===== config.mk =====
export PLATFORM = sky130hd
export DESIGN_NAME = rx_byte_fifo
export DESIGN_NICKNAME = d
export VERILOG_FILES = /design/src/rtl/rx_byte_fifo.sv
export SDC_FILE = /design/constraint.sdc
export NUM_CORES = 1
export LEC_CHECK = 0
export BUFFER_PORTS_ARGS = -buffer_cell sky130_fd_sc_hd__clkbuf_2
export CAP_MARGIN = 20
export CORE_UTILIZATION = 50
export DETAILED_ROUTE_END_ITERATION = 8
export PLACE_DENSITY = 0.68
export SLEW_MARGIN = 10
export SYNTH_ARGS = -nofsm -noshare
export SYNTH_HDL_FRONTEND = slang
export SYNTH_SLANG_ARGS = --single-unit

===== constraint.sdc =====
create_clock -name clk -period 3.55 [get_ports clk]
set_clock_uncertainty 0.1 [all_clocks]
set_input_delay 0.1775 -clock clk [delete_from_list [all_inputs] [get_ports clk]]
set_output_delay 0.1775 -clock clk [all_outputs]
set_load 0.01 [all_outputs]

===== src/rtl/rx_byte_fifo.sv =====
// -----------------------------------------------------------------------------
// rx_byte_fifo
//
// Byte FIFO sitting directly behind the UART receiver. Each single-cycle
// receiver strobe (in_valid + in_data) is captured into a small distributed
// RAM. Bytes are handed to the consumer first-word-fall-through over a
// valid/ready pair. The receiver cannot be stalled, so a byte arriving while
// the FIFO is full (and not being popped) is dropped and accounted for in a
// sticky overflow flag plus a saturating drop counter.
//
// Ports
//   clk               system clock, rising edge
//   i_reset           synchronous active-high reset (pointers, count, flags)
//   in_valid/in_data  receiver byte strobe
//   out_valid         head entry available (occupancy != 0)
//   out_data          head entry, combinational read of storage
//   out_ready         consumer accepts the head entry this cycle
//   o_count           occupancy 0..DEPTH
//   o_full            occupancy == DEPTH
//   o_almost_full     occupancy >= ALMOST_FULL_LEVEL
//   o_overflow        sticky: a byte has been dropped since reset/clear
//   i_clear_overflow  clears o_overflow and o_drop_count
//   o_drop_count      dropped-byte count, saturating at 255
// -----------------------------------------------------------------------------
module rx_byte_fifo #(
  parameter int DW                = 8,
  parameter int DEPTH_LOG2        = 4,
  parameter int ALMOST_FULL_LEVEL = 12
) (
  input  logic                  clk,
  input  logic                  i_reset,
  input  logic                  in_valid,
  input  logic [DW-1:0]         in_data,
  output logic                  out_valid,
  output logic [DW-1:0]         out_data,
  input  logic                  out_ready,
  output logic [DEPTH_LOG2:0]   o_count,
  output logic                  o_full,
  output logic                  o_almost_full,
  output logic                  o_overflow,
  input  logic                  i_clear_overflow,
  output logic [7:0]            o_drop_count
);

  localparam int DEPTH = 1 << DEPTH_LOG2;
  localparam int CW    = DEPTH_LOG2 + 1;

  localparam logic [CW-1:0] DEPTH_C = CW'(DEPTH);
  localparam logic [CW-1:0] AF_C    = CW'(ALMOST_FULL_LEVEL);

  // ---------------------------------------------------------------------------
  // State
  // ---------------------------------------------------------------------------
  logic [DW-1:0]         mem_q [DEPTH];
  logic [DEPTH_LOG2-1:0] rd_ptr_q,   rd_ptr_d;
  logic [DEPTH_LOG2-1:0] wr_ptr_q,   wr_ptr_d;
  logic [CW-1:0]         count_q,    count_d;
  logic                  overflow_q, overflow_d;
  logic [7:0]            drop_cnt_q, drop_cnt_d;

  logic empty, full, push, pop, drop;

  // ---------------------------------------------------------------------------
  // Status flags: decoded from the registered count only, so nothing on the
  // input side reaches out_valid combinationally.
  // ---------------------------------------------------------------------------
  always_comb begin
    empty = (count_q == '0);
    full  = (count_q == DEPTH_C);
  end

  assign out_valid     = !empty;
  assign o_full        = full;
  assign o_almost_full = (count_q >= AF_C);
  assign o_count       = count_q;
  assign o_overflow    = overflow_q;
  assign o_drop_count  = drop_cnt_q;

  // Head of queue straight out of the distributed storage (FWFT).
  assign out_data = mem_q[rd_ptr_q];

  // ---------------------------------------------------------------------------
  // Handshake decode. A pop in the same cycle frees a slot, so a full FIFO
  // still accepts the incoming byte in that case instead of dropping it.
  // ---------------------------------------------------------------------------
  always_comb begin
    pop  = out_valid && out_ready;
    push = in_valid && (!full || pop);
    drop = in_valid && full && !pop;
  end

  // ---------------------------------------------------------------------------
  // Pointer / occupancy next-state
  // ---------------------------------------------------------------------------
  always_comb begin
    rd_ptr_d = rd_ptr_q;
    wr_ptr_d = wr_ptr_q;
    count_d  = count_q;

    if (push) wr_ptr_d = wr_ptr_q + DEPTH_LOG2'(1);
    if (pop)  rd_ptr_d = rd_ptr_q + DEPTH_LOG2'(1);

    unique case ({push, pop})
      2'b10:   count_d = count_q + CW'(1);
      2'b01:   count_d = count_q - CW'(1);
      default: count_d = count_q;
    endcase
  end

  // ---------------------------------------------------------------------------
  // Overflow accounting. A drop in the same cycle as a clear wins: the clear
  // discards the old history and this drop becomes the first one counted.
  // ---------------------------------------------------------------------------
  always_comb begin
    overflow_d = overflow_q;
    drop_cnt_d = drop_cnt_q;

    if (drop) begin
      overflow_d = 1'b1;
      if (i_clear_overflow)          drop_cnt_d = 8'd1;
      else if (drop_cnt_q != 8'hFF)  drop_cnt_d = drop_cnt_q + 8'd1;
    end else if (i_clear_overflow) begin
      overflow_d = 1'b0;
      drop_cnt_d = 8'd0;
    end
  end

  // ---------------------------------------------------------------------------
  // Registers
  // ---------------------------------------------------------------------------
  always_ff @(posedge clk) begin
    if (i_reset) begin
      rd_ptr_q   <= '0;
      wr_ptr_q   <= '0;
      count_q    <= '0;
      overflow_q <= 1'b0;
      drop_cnt_q <= 8'd0;
    end else begin
      rd_ptr_q   <= rd_ptr_d;
      wr_ptr_q   <= wr_ptr_d;
      count_q    <= count_d;
      overflow_q <= overflow_d;
      drop_cnt_q <= drop_cnt_d;
    end
  end

  // Storage has no reset; stale contents are unreachable once pointers clear.
  always_ff @(posedge clk) begin
    if (push && !i_reset) mem_q[wr_ptr_q] <= in_data;
  end

endmodule


==> results of run 1 <==
-- per-stage QoR --
step / utilization [%] / setup WS (ps)
2_1_floorplan: - / 684
3_3_place_gp: 55.5 / 537
3_5_place_dp: 55.5 / 451
4_1_cts: 60.8 / 442
5_1_grt: 60.8 / 316
6_report: 60.8 / 439
-- per-layer routing --
metal	part of all wire, %	track usage [%]	vias to the layer above
met5	0	0	-
met4	1.5	7.53	0
met3	5.3	4.92	17
met2	50	34.1	109
met1	43	26.3	1656
li1	-	-	1552
-- kinds of logic (layout without fill, tap and decap cells) --
family,Yosys count,count (layout),synth area share [%]
buffers and inverters,26,89,1.86
and+or+nand+nor,85,85,7.45
muxes,45,45,15.1
adders and majority gates,8,8,1.58
AOI/OAI and AO/OA,38,38,4.19
DFF,154,154,68.9
xor gates and xnor gates,7,7,0.968
-- repair_timing --
| item | 4_1_cts | 5_1_grt |
|---|---|---|
| hold buffers | 1 | 0 |
| hold endpoints to repair | 2 | 0 |
| resized for setup | 0 | 0 |
-- final timing paths --
kind	slack (ps)	startpoint	to	cells after the start
setup / recovery	440	o_count[1]$_SDFFE_PP0P_	o_count[4]$_SDFFE_PP0P_	8
hold / removal	60	in_data[2]	mem_q[14][2]$_DFFE_PP_	1
hold reg to reg	380	o_overflow$_SDFFE_PP0P_	o_overflow$_SDFFE_PP0P_	2
setup reg to reg	440	o_count[1]$_SDFFE_PP0P_	o_count[4]$_SDFFE_PP0P_	8
-- cell type report --
| type | instances | area (um^2) |
|---|---|---|
| clock buffers | 28 | 591 |
| clock inverters | 4 | 43.8 |
| fillers | 916 | 4770 |
| flip-flops and latches | 154 | 4370 |
| repair buffers | 51 | 305 |
| inverters | 6 | 22.5 |
| well taps | 168 | 210 |
| multi-input cells | 183 | 1850 |
-- Yosys cell counts (2+ instances only) --
library cell               count
sky130_fd_sc_hd__o211ai_1      3
sky130_fd_sc_hd__or2_2         2
sky130_fd_sc_hd__ha_1          8
sky130_fd_sc_hd__edfxtp_1    128
sky130_fd_sc_hd__mux4_2       40
sky130_fd_sc_hd__buf_1         2
sky130_fd_sc_hd__inv_1         6
sky130_fd_sc_hd__nor4_1        2
sky130_fd_sc_hd__clkbuf_1      9
sky130_fd_sc_hd__nor3_1        4
sky130_fd_sc_hd__xor2_1        5
sky130_fd_sc_hd__buf_2         7
sky130_fd_sc_hd__mux2_2        2
sky130_fd_sc_hd__nor2_1       28
sky130_fd_sc_hd__o21ai_0       5
sky130_fd_sc_hd__or3_1         2
sky130_fd_sc_hd__o31ai_1       4
sky130_fd_sc_hd__xnor2_1       2
sky130_fd_sc_hd__nand4_1       2
sky130_fd_sc_hd__nand3_1       5
sky130_fd_sc_hd__dfxtp_1      26
sky130_fd_sc_hd__or4_1         6
sky130_fd_sc_hd__nand3b_1      2
sky130_fd_sc_hd__nand2_1      12
sky130_fd_sc_hd__a21boi_0      2
sky130_fd_sc_hd__mux2i_1       3
sky130_fd_sc_hd__a21oi_1      12
sky130_fd_sc_hd__nand2b_1      3
sky130_fd_sc_hd__o31a_1        2
sky130_fd_sc_hd__nor2b_1       5
sky130_fd_sc_hd__and3_1        4
sky130_fd_sc_hd__and4_1        2
-- state kept, by name, summed over array words and instances, names as in the netlist, named ones only --
signal        flops
o_overflow        1
mem_q           128
o_drop_count      8
o_count           5
rd_ptr_q          4
wr_ptr_q          4
-- where the power goes --
part | total [mW] | internal, mW | leakage (nW) | switching, mW
Clock | 1.86 | 1.20 | 0.315 | 0.663
Sequential | 2.15 | 2.02 | 1.36 | 0.127
Combinational | 1.01 | 0.517 | 0.783 | 0.497
Total | 5.03 | 3.74 | 2.46 | 1.29
-- worst max-delay path: cells and delay by family, from the launching register on --
kind | cells | cell delay (ps)
AOI/OAI and AO/OA | 4 | 780
DFF | 1 | 410
and+or+nand+nor | 2 | 1350
adders and majority gates | 1 | 240
xor gates and xnor gates | 1 | 100
==> results.md, run 1 <==
* Outcome: finished, final reports clean
* Sequential area share after synthesis at between 60 and 70%
* Top library cells by usage in the layout, fill and taps aside: sky130_fd_sc_hd__edfxtp_1, sky130_fd_sc_hd__mux4_2, sky130_fd_sc_hd__clkbuf_2
* Final slew viol count at 0
* Number of antenna-violating nets in the routed design at 0
* Finished Cell Area at 7390 um^2
* Via count at 3334
* Number of unique standard cell types used by synthesis at 50
* Upper clock frequency limit at 321 MHz
* Biggest area contributors in the synthesized netlist: sky130_fd_sc_hd__edfxtp_1, sky130_fd_sc_hd__mux4_2, sky130_fd_sc_hd__dfxtp_1
* RePlAce Congestion at 0.781
* Share of cells above drive strength 1 at 30.5%
* Core area at 12200 um^2
* Starting DRC count in detailed routing at 327
* I/O pin total at 38
* IR Drop Worst-Case VDD at 0.489 mV
* Via density per instance at 5.61
* Worst hold slack after final layout at 63.7 ps
* Initial core utilization at 52.1%
* DIE WIDTH at 115 um
* DRC violation count after routing at 0
* Post-synthesis sequential element count at approximately 150
* Number of enable flip-flop cells after synthesis at 128
* Actual slew at the worst max-slew pin at 876 ps
* Number of rows in the core area at 40
* Congestion Overflow GR at 0
* Post-synth top area share at 60.7%
* Cell Chain, Critical Path: or4_1, o21ai_4, xnor2_1, ha_1, o31a_1, or4b_2, o311ai_0, a21oi_1
* Area enclosed by the die boundary at roughly 13000 um^2
* Per-instance average area after synthesis at 17.4 um^2
* Leading area contributor after synthesis: sky130_fd_sc_hd__edfxtp_1
* Pin count of the biggest net entering global routing at 33
* Cell Pwr Density at a little under 700 nW/um^2
* Lkg Pwr at 2.46 nW
* Clock tree sinks at 154
* Number of endpoints with negative hold slack in the final report at 0
* H-tree depth at 4
* Number of global-route vias before repair at 3421
* Buffers from clock root to sink, at most at 2
* Sort of element at the end of the critical path: flip-flop
* Number of setup violations in the final report at 0
* Critical setup path kind: flip-flop to flip-flop
* Routed Wire Length at 11900 um
* Power after layout at roughly 5 mW
* Mean routed wirelength per cell at 20.1 um
* Max-cap violation count at 0
* Final nets at 434
* Post-CTS clock slew at the launch and capture registers of the worst setup and hold paths at 60 ps
* Fin crit share at 87.6%
* Overall global routing resource usage at about a fifth
* Layout Cells excl Fill at 594
* Async set or reset register ratio after synthesis at 0%
* Post-CTS setup-driven buffer insertion count at 0
* Worst EP required at 3750 ps
* Delay of the slowest cell on the worst path at between 700 and 800 ps
* Most common cell after layout, fill and taps aside: sky130_fd_sc_hd__edfxtp_1
* Number of instances in the synthesized netlist at 363
* Clock latency on the worst-skew pair at 420 ps
* TritonCTS buffer count at 17
* Slowest cell on the critical path: sky130_fd_sc_hd__or4_1
* Global-route wire length before repair at ~19000 um
* Number of antenna violations at the first check in global routing at 0
* Path category of the worst min-delay check: input pin to flip-flop
* Crit path DAT at 3310 ps
* Post-Synthesis Net Count at 384
* Setup repair after global routing missed its margin: false
* Post-synth top flop: sky130_fd_sc_hd__edfxtp_1
* Clock root buffer: sky130_fd_sc_hd__clkbuf_16
* Warnings from Yosys at 0
* Synthesized area at 6330 um^2
* Placed instance area at 6750 um^2
* TritonCTS clock tree: built
* Post-layout min period at 3110 ps
* Number of placed instances, taps included at 561
* Headroom to the max-slew limit at a little over 40%
* Port Buffers at 37
* Area Overhead vs Synth at 16.7%
* Launching element type of the critical path: flip-flop
* Number of diodes at 0
* Crit path max fanout at 10
* Die Ht at 115 um
* First-pass iteration count of the detailed router at 4
* DPL Wire Length at 7810 um
* Aggregate negative setup slack at 0 ps
Power figures use the tool's default switching activity.
==> run 2, diff against run 1 <==
- CELL_PAD_IN_SITES_DETAIL_PLACEMENT: not set -> 1
- CELL_PAD_IN_SITES_GLOBAL_PLACEMENT: not set -> 2
- CORE_UTILIZATION: 50 -> 46
- CTS_CLUSTER_DIAMETER: not set -> 40
- PLACE_DENSITY: 0.68 -> not set
- PLACE_DENSITY_LB_ADDON: not set -> 0.1
==> run 2 against run 1 <==
Non-clock buffer count up 6. Die area is 8.5% higher. Count of clock-buffer cells in the layout down 10. First-iteration DRC count fell by 27%. Critical path type unchanged. Fmax rose by 5.9%. Power is 1.6% higher. Flip-flop and latch count unchanged. Combinational power up 4%. Setup slack improved by 170 ps. Final area is 0.74% higher. Utilization is 5.0 points lower. Sequential power decreased by 2%.
==> results.md, run 2 (synthesized netlist as in run 1, its figures left out) <==
* Outcome: finished, final reports clean
* Most Used Layer, Global Route: met2
* Lkg Pwr at 2.48 nW
* Top library cells by usage in the layout, fill and taps aside: sky130_fd_sc_hd__edfxtp_1, sky130_fd_sc_hd__mux4_2, sky130_fd_sc_hd__clkbuf_2
* Number of rows in the core area at 42
* Number of setup violations in the final report at 0
* Congestion Overflow GR at 0
* Post-CTS clock slew at the launch and capture registers of the worst setup and hold paths at 60 ps
* Post-layout min period at 2940 ps
* TritonCTS clock tree: built
* Final slew viol count at 0
* Largest register FFs at 128
* Critical setup path kind: flip-flop to flip-flop
* TritonCTS buffer count at 17
* Number of endpoints with negative hold slack in the final report at 0
* Most common cell after layout, fill and taps aside: sky130_fd_sc_hd__edfxtp_1
* GR Layer Usage met1 at 28.2%
* Via density per instance at ~5.8
* Number of antenna-violating nets in the routed design at 0
* Max-cap violation count at 0
* Worst EP required at 3740 ps
* Number of filler instances in the final layout at 1261
* Actual slew at the worst max-slew pin at 735 ps
* Aggregate negative setup slack at 0 ps
* DPL Wire Length at 8730 um
* Clk network pwr share at a little under two fifths
* Total internal power at 3.78 mW
* R2R cell count at 8
* Sort of element at the end of the critical path: flip-flop
* Pin count of the biggest net entering global routing at 33
* Seq. cell area at 4370 um^2
* Overall global routing resource usage at 21.6%
* Port Buffers at 37
* Power share of the combinational group at 20.5%
* Clock root buffer: sky130_fd_sc_hd__clkbuf_16
* Hold path cells at 1
* Mean routed wirelength per cell at 23.1 um
* First-pass iteration count of the detailed router at 4
* Fin crit share at 82.7%
* Path category of the worst min-delay check: input pin to flip-flop
* Crit path DAT at 3130 ps
* DRC violation count after routing at 0
* Number of global-route vias before repair at 3692
* GR Util met3 at 4.60%
* Cell Chain, Critical Path: or4_1, o21ai_4, xnor2_1, ha_1, o31a_1, or4b_2, o311ai_0, a21oi_1
* Initial core utilization at between 40% and 50%
* Post-cts repair resize count at 0
* Delay of the slowest cell on the worst path at 630 ps
* Final core utilization at 55.8%
* H-tree depth at 4
* IR Drop Worst-Case VDD at 0.434 mV
* Clock tree sinks at approximately 150
* Grt met2 use at a little over a third
* I/O pin total at 38
* Starting DRC count in detailed routing at 239
* Area enclosed by the die boundary at 14200 um^2
* Area occupied by multi-input gates at 1850 um^2
* Register with the highest flop count: mem_q
* Via count at 3506
* Routed Wire Length at 14100 um
* Number of antenna violations at the first check in global routing at 1
* Share of cells above drive strength 1 at 31.0%
* Clock latency on the worst-skew pair at 420 ps
* Final nets at 440
* Crit path max fanout at 8
* Global-route wire length before repair at 21800 um
* Net switching component of the power at roughly 1.3 mW
* Buffers from clock root to sink, at most at 2
* Headroom to the max-slew limit at 50.9%
* Upper clock frequency limit at 340 MHz
* Power share of the sequential group at between 40% and 50%
* Area Overhead vs Synth at 17.5%
* Slowest cell on the critical path: sky130_fd_sc_hd__or4_1
* Cell Pwr Density at slightly below 700 nW/um^2
* Post-CTS setup-driven buffer insertion count at 0
* Setup repair after global routing missed its margin: false
* RePlAce Congestion at 0.795
* Launching element type of the critical path: flip-flop
* Power after layout at 5.11 mW
* Number of buffers inserted for hold repair after clock tree synthesis at 1
* Core area at between 10000 and 15000 um^2
* Switching power as a share of total power at ~26%
* Die Ht at between 100 and 150 um
* DIE WIDTH at 119 um
==> run 2: changes by cell type in the layout (fill, tap and decap cells not counted), sizes merged <==
cell      before  now
clkbuf        65   55
buf           13   19
bufinv         1    5
clkinv         3    7
clkinvlp       0    2
diode          0    1
==> run 2: final cells by class <==
class | instances | area share, %
clock inverter | 14 | 2.72
antenna | 1 | 0.0336
multi-input combinational | 183 | 24.9
tap | 176 | 2.96
sequential | 154 | 58.6
clock buffer | 18 | 5.76
timing repair buffer | 57 | 4.71
inverter | 6 | 0.303
==> run 2: worst max-delay path, delay by kind of cell, from the launching register on <==
kind / cells / cell delay, ps
simple gates: 2 / 1230
fa+ha+maj: 1 / 240
flops: 1 / 400
xor+xnor: 1 / 90
compound gates: 4 / 740
==> run 2: worst paths after layout <==
check                                              from                       to  slack (ps)
worst min register to register  o_overflow$_SDFFE_PP0P_  o_overflow$_SDFFE_PP0P_         380
worst max-delay path            o_count[0]$_SDFFE_PP0P_  o_count[4]$_SDFFE_PP0P_         610
worst min-delay path                         in_data[6]    mem_q[0][6]$_DFFE_PP_          70
worst max register to register  o_count[0]$_SDFFE_PP0P_  o_count[4]$_SDFFE_PP0P_         610
==> run 2: power by group through the flow <==
stage	registers [mW]	clock network, mW	logic, mW
6_report	2.11	1.94	1.05
5_1_grt	2.13	2.04	1.15
4_1_cts	2.12	1.98	1.08
3_5_place_dp	2.15	0	1.07
3_3_place_gp	2.14	0	1.06
2_1_floorplan	2.12	0	0.799
==> run 2: per-stage QoR <==
step | hold WS (ps) | setup slack [ps] | cells | cell area, um^2
after floorplan | 176 | 684 | 363 | 6330
after global placement | 341 | 690 | 575 | 6800
after detailed placement | 352 | 596 | 575 | 6800
after CTS | 44.3 | 582 | 608 | 7440
after global routing | 80.5 | 483 | 609 | 7440
final | 65.3 | 613 | 609 | 7440
==> run 2: metal layers <==
metal	wire, um	up-vias
li1	-	1571
met5	0	-
met4	280	0
met2	7090	96
met3	534	23
met1	6170	1816
